`src/rtl/ball_engine_pkg.sv`:
```
// Shared game-state encodings, court grid constants and direction types for
// the ball engine and the character location generators.
package ball_engine_pkg;

    typedef enum logic [2:0] {
        ST_MENU  = 3'd0,
        ST_GAME  = 3'd1,
        ST_P1WIN = 3'd2,
        ST_P2WIN = 3'd3,
        ST_TIE   = 3'd4,
        ST_PIONT = 3'd5
    } game_state_e;

    localparam int GRID_W       = 7;
    localparam int GRID_XMAX    = 63;
    localparam int GRID_MID_X   = 32;
    localparam int GRID_FLOOR_Y = 37;
    localparam int GRID_CH_W    = 3;

    typedef enum logic {
        DIR_POS = 1'b0,
        DIR_NEG = 1'b1
    } dir_e;

    typedef enum logic {
        SIDE_P1 = 1'b0,
        SIDE_P2 = 1'b1
    } side_e;

    typedef enum logic [1:0] {
        BE_IDLE,
        BE_SERVE,
        BE_FLY,
        BE_SCORED
    } ball_fsm_e;

    // One grid unit in the given direction; a negative step is +127 mod 128.
    function automatic logic [GRID_W-1:0] dir_add(input logic [GRID_W-1:0] pos,
                                                  input dir_e d);
        return pos + ((d == DIR_NEG) ? {GRID_W{1'b1}} : GRID_W'(1));
    endfunction

endpackage

```
`src/rtl/ball_engine_step_divider.sv`:
```
// Prescaler: one-cycle step pulse every DIV clocks, held at zero while clear.
module step_divider #(
    parameter int DIV = 2
) (
    input  logic clk,
    input  logic rst,
    input  logic clear,
    output logic step
);

    localparam int CW = (DIV > 1) ? $clog2(DIV) : 1;

    logic [CW-1:0] cnt;

    assign step = !clear && (cnt == CW'(DIV - 1));

    always_ff @(posedge clk or posedge rst) begin
        if (rst) begin
            cnt <= '0;
        end else if (clear || step) begin
            cnt <= '0;
        end else begin
            cnt <= cnt + CW'(1);
        end
    end

endmodule

```
`src/rtl/ball_engine.sv`:
```
// Ball motion and scoring: flies the ball on the divided step tick, reflects it
// off walls, ceiling and character tops, and pulses a point on floor landings.
module ball_engine
    import ball_engine_pkg::*;
#(
    parameter int STEP_DIV  = 2,
    parameter int XMAX      = GRID_XMAX,
    parameter int FLOOR_Y   = GRID_FLOOR_Y,
    parameter int MID_X     = GRID_MID_X,
    parameter int CH_W      = GRID_CH_W,
    parameter int SERVE_GAP = 8,
    parameter int P1_SRV_X  = 16,
    parameter int P2_SRV_X  = 48,
    parameter int SRV_Y     = 8
) (
    input  logic       clk,
    input  logic       rst,
    input  logic [2:0] state,
    input  logic [6:0] p1_x,
    input  logic [6:0] p1_y,
    input  logic [6:0] p2_x,
    input  logic [6:0] p2_y,
    output logic [6:0] ball_x,
    output logic [6:0] ball_y,
    output logic       p1_point,
    output logic       p2_point,
    output logic       in_play
);

    ball_fsm_e  fsm;
    side_e      server;
    dir_e       vx, vy, vx_n, vy_n;
    logic [7:0] gap_cnt;
    logic       step;
    logic [6:0] y_below, p1_right, p2_right, x_mv, y_mv;
    logic       hit_p1, hit_p2, floor_hit;

    step_divider #(.DIV(STEP_DIV)) u_step (
        .clk   (clk),
        .rst   (rst),
        .clear (fsm == BE_IDLE),
        .step  (step)
    );

    // Next position for a FLY step: paddle, then walls, then ceiling, then move.
    always_comb begin
        y_below   = ball_y + 7'd1;
        p1_right  = p1_x + 7'(CH_W - 1);
        p2_right  = p2_x + 7'(CH_W - 1);
        hit_p1    = (vy == DIR_POS) && (y_below == p1_y) &&
                    (ball_x >= p1_x) && (ball_x <= p1_right);
        hit_p2    = !hit_p1 && (vy == DIR_POS) && (y_below == p2_y) &&
                    (ball_x >= p2_x) && (ball_x <= p2_right);
        floor_hit = (vy == DIR_POS) && (y_below == 7'(FLOOR_Y)) && !hit_p1 && !hit_p2;

        vx_n = vx;
        vy_n = vy;
        if (hit_p1) begin
            vx_n = DIR_POS;
            vy_n = DIR_NEG;
        end else if (hit_p2) begin
            vx_n = DIR_NEG;
            vy_n = DIR_NEG;
        end
        if (ball_x == 7'd0) begin
            vx_n = DIR_POS;
        end else if (ball_x == 7'(XMAX)) begin
            vx_n = DIR_NEG;
        end
        if (ball_y == 7'd0) begin
            vy_n = DIR_POS;
        end
        x_mv = dir_add(ball_x, vx_n);
        y_mv = dir_add(ball_y, vy_n);
    end

    always_ff @(posedge clk or posedge rst) begin
        if (rst) begin
            fsm      <= BE_IDLE;
            server   <= SIDE_P1;
            vx       <= DIR_POS;
            vy       <= DIR_POS;
            gap_cnt  <= '0;
            ball_x   <= 7'(P1_SRV_X);
            ball_y   <= 7'(SRV_Y);
            p1_point <= 1'b0;
            p2_point <= 1'b0;
            in_play  <= 1'b0;
        end else begin
            p1_point <= 1'b0;
            p2_point <= 1'b0;
            if (state != ST_GAME) begin
                fsm     <= BE_IDLE;
                server  <= SIDE_P1;
                vx      <= DIR_POS;
                vy      <= DIR_POS;
                gap_cnt <= '0;
                ball_x  <= 7'(P1_SRV_X);
                ball_y  <= 7'(SRV_Y);
                in_play <= 1'b0;
            end else begin
                case (fsm)
                    BE_IDLE: begin
                        fsm <= BE_SERVE;
                    end
                    BE_SERVE: begin
                        ball_x  <= (server == SIDE_P2) ? 7'(P2_SRV_X) : 7'(P1_SRV_X);
                        ball_y  <= 7'(SRV_Y);
                        vx      <= (server == SIDE_P2) ? DIR_NEG : DIR_POS;
                        vy      <= DIR_POS;
                        fsm     <= BE_FLY;
                        in_play <= 1'b1;
                    end
                    BE_FLY: begin
                        if (step) begin
                            if (floor_hit) begin
                                ball_y  <= 7'(FLOOR_Y);
                                fsm     <= BE_SCORED;
                                gap_cnt <= '0;
                                in_play <= 1'b0;
                                if (ball_x < 7'(MID_X)) begin
                                    p2_point <= 1'b1;
                                    server   <= SIDE_P2;
                                end else begin
                                    p1_point <= 1'b1;
                                    server   <= SIDE_P1;
                                end
                            end else begin
                                ball_x <= x_mv;
                                ball_y <= y_mv;
                                vx     <= vx_n;
                                vy     <= vy_n;
                            end
                        end
                    end
                    BE_SCORED: begin
                        if (step) begin
                            if (gap_cnt == 8'(SERVE_GAP - 1)) begin
                                fsm <= BE_SERVE;
                            end else begin
                                gap_cnt <= gap_cnt + 8'd1;
                            end
                        end
                    end
                    default: begin
                        fsm <= BE_IDLE;
                    end
                endcase
            end
        end
    end

endmodule

```
`config.mk`:
```
export PLATFORM = sky130hd
export DESIGN_NAME = ball_engine
export DESIGN_NICKNAME = d
export VERILOG_FILES = /design/src/rtl/ball_engine_pkg.sv /design/src/rtl/ball_engine_step_divider.sv /design/src/rtl/ball_engine.sv
export SDC_FILE = /design/constraint.sdc
export NUM_CORES = 1
export LEC_CHECK = 0
export BUFFER_PORTS_ARGS = -buffer_cell sky130_fd_sc_hd__buf_2
export CAP_MARGIN = 20
export CORE_MARGIN = 1.5
export CORE_UTILIZATION = 40
export DETAILED_ROUTE_END_ITERATION = 8
export HOLD_SLACK_MARGIN = 0.1
export SYNTH_ARGS = -nofsm -noshare
export SYNTH_HDL_FRONTEND = slang
export SYNTH_SLANG_ARGS = --single-unit
export TNS_END_PERCENT = 50
```
`constraint.sdc`:
```
create_clock -name clk -period 10.7 [get_ports clk]
set_input_delay 1.07 -clock clk [delete_from_list [all_inputs] [get_ports clk]]
set_output_delay 1.07 -clock clk [all_outputs]
set_load 0.02 [all_outputs]
```
==> qor.yml <==
run_status:
  status: "complete, no violations"
yosys:
  synthCells: 370
  ys_types: 63
  yosysWarnings: 0
  synth_flop_cell: "dfrtp_1"
  async_flop_share_pct: 100.0
  synth_area_leader_cell: "dfrtp_1"
  synth_edf_count: 0
  netlist_area_mm2: 0.003202
  synthTopCellsByArea: "dfrtp_1, ha_1, xnor2_1, inv_1, a21oi_1"
  syn_nets: 451
  ys_seq_area_share_pct: 24.31
  synth.avg_cell_area_um2: 8.654
  ys_ff_latch: 31
  yosysTopAreaCellShare_pct: 22.67
detailed_routing:
  drt_iter0_markers: 117
  via_per_inst: 5.387
  wl_per_cell_um: 14.34
  drt.antenna.violating_nets: 0
  routed_wl_um: 7455
  drt-pass1-iter-count: 5
  drc: 0
  num_vias: 2801
clock_tree:
  cts_hold_buf: 0
  clkTransAtPathRegs_ps: 70
  ctsHtreeMaxLevel: 2
  numCtsBuffers: 5
  root_buffer: "clkbuf_8"
  cts_sinks: 31
  cts.path.max_buffers: 2
  cts_tree: "done"
  cts_setup_buffers: 0
  clk_latency_ps: 280
  cts_resized: 0
timing:
  grt_setup_unrepaired: "no"
  worstMarginPinSlew_ps: 1017
  finalSetupViolCount: 0
  fmax_ghz: 0.2105
  post-route-period-util_pct: 44.40
  maxSlewHeadroom_pct: 31.70
  period_needed_ps: 4751
  hold_viol: 0
  fin_skew_ps: 5.229
  maxSlewViolCount: 0
  tns_ps: 0
global_route:
  grt_start_max_net_pins: 32
  track_usage_pct: 18.43
  grt_pass1_vias: 2738
  grt_pass1_wl_um: 12700
  antenna_found_initial: 0
  grt_remaining_overflow: 0
worst_setup_path:
  path_delay_family: "simple AND/OR/NAND/NOR gates"
  critPathMaxStageDelay_ps: 350
  path_class: "input pin to flop"
  crit_path_top_delay_cell: "or3_1"
  startpoint_type: "input pin"
  crit_path_end_kind: "flop"
  critical_path.max_fanout: 7
  cp_data_arrival_time_ps: 4970
  cp.required_ps: 10920
  critPathBufInv: 1
  cp_common_cell: "nor2_1"
  worstPathCellList: "buf_2 -> nand3_1 -> nor3_1 -> xnor2_1 -> ha_1 -> nand4_1 -> or3_1 -> a222oi_1 -> a41oi_1 -> o22ai_1 -> and2_1 -> ha_1 -> a21oi_1 -> nor2_1 -> nor2_1 -> nor2_1 -> o21ai_0 -> nand2b_1 -> and3_1 -> nor3_1 -> a2bb2oi_2"
layout:
  final_common_cell: "buf_2"
  n_fill_cell: 740
  post_route_cells_drive_above_1_share_pct: 17.94
  nets: 498
  syn_to_final_growth_pct: 13.72
  seq_area_um2: 778.2
  layout_common_cells: "buf_2, ha_1, inv_1, dfrtp_1, nand2_1"
  diodes: 0
  multi_input_area_mm2: 0.002226
placement:
  post-dp-hpwl_um: 5665
  place.gp.congestion: 0.8598
  io_buffers: 49
die:
  die_area_mm2: 0.008551
  dieHeight_um: 92.47
  placement_rows: 32
  start_util_pct: 41.43
  core_mm2: 0.007727
  die-width_um: 92.47
  io_pins: 50
power:
  power_density_mw_per_mm2: 75.48
  ir_worst_vdd_v: 0.00005601
  p_leak_nw: 1.779
  power_w: 0.0002748
run:
  maxCapViolations: 0
worst_hold_path:
  hp-class: "flop to flop"
==> metal layers <==
metal / vias up / GRT usage, % / wire, µm / share of wire, %
met1: 1311 / 24.35 / 3646 / 49
met3: 6 / 2.463 / 238 / 3.2
li1: 1434 / - / - / -
met4: 0 / 5.385 / 90 / 1.2
met2: 50 / 31.19 / 3480 / 47
met5: - / 0 / 0 / 0
==> sequential cells by signal (all words and copies together), names as in the netlist <==
signal and count:
p2_point 1, in_play 1, p1_point 1, ball_y 7, ball_x 7, gap_cnt 8
fsm 2, server 1, vx 1, vy 1, u_step.cnt 1
==> cells in the mapped netlist (all sizes together), types with 4 or more instances <==
cell,count
dfrtp,29
nor4,6
xnor2,23
nor2b,4
and3,8
buf,7
nor2,18
nor3,10
nand2b,4
o221ai,5
a21o,5
clkbuf,4
ha,46
nand2,28
a32o,5
nand4,4
o21bai,5
nand3,19
nor3b,4
o21ai,17
inv,35
xor2,10
a21oi,26
==> worst reg2reg max path, cell delays in order (launching register included) <==
cell,delay (ps)
dfrtp_1,630
inv_1,160
ha_1,380
xor2_1,170
nor4_1,260
nand4_1,140
and4bb_4,430
o22ai_1,130
and2_1,250
fa_1,440
a21oi_1,150
nor2_1,60
nor2_1,160
nor2_1,50
o21ai_0,150
nand2b_1,80
and3_1,190
nor3_1,180
a2bb2oi_2,140
==> worst paths after layout <==
| check | startpoint | to | cells past startpoint | slack [ps] |
|---|---|---|---|---|
| min reg2reg | u_step.cnt | u_step.cnt | 1 | 420 |
| max | p2_x[1] | ball_x[6] | 21 | 5950 |
| max in group asynchronous | rst | ball_y[3] | 3 | 9510 |
| max reg2reg | ball_y[0] | ball_x[6] | 18 | 6480 |
| min in group asynchronous | rst | gap_cnt[6] | 3 | 860 |
| min | u_step.cnt | u_step.cnt | 1 | 420 |
==> cell families after synthesis <==
| family | after synthesis | share of synthesized area, % |
|---|---|---|
| and+or+nand+nor | 118 | 20.28 |
| AOI/OAI and AO/OA | 90 | 19.58 |
| adders and majority gates | 48 | 19.23 |
| buffers and inverters | 46 | 6.174 |
| xor gates and xnor gates | 33 | 9.027 |
| DFF | 31 | 24.31 |
| muxes | 4 | 1.407 |
==> power by group <==
group | switching [W] | internal (W)
Clock | 0.0000458 | 0.0000753
Combinational | 0.0000195 | 0.0000162
Sequential | 0.000000298 | 0.000118
==> layout make-up <==
cell class | instances | share of cell area [%]
clock inverters | 2 | 0.9622
inverters | 35 | 3.608
clock buffers | 6 | 2.268
multi-input cells | 293 | 61.13
repair buffers | 51 | 7.148
well taps | 102 | 3.505
flip-flops and latches | 31 | 21.37
==> through the flow <==
step	utilization, %	cell area (µm²)	hold slack [ps]	instances	worst slack, ps
finish	47.12	3641	416.3	520	5949
global route	47.12	3641	431.8	520	5461
CTS	47.12	3641	420.3	520	5955
detailed placement	45.60	3523	411.1	512	5657
global placement	45.60	3523	410.1	512	5781
floorplan	-	3202	395.1	370	6205
Note: power is estimated with default switching activity, not from simulation.
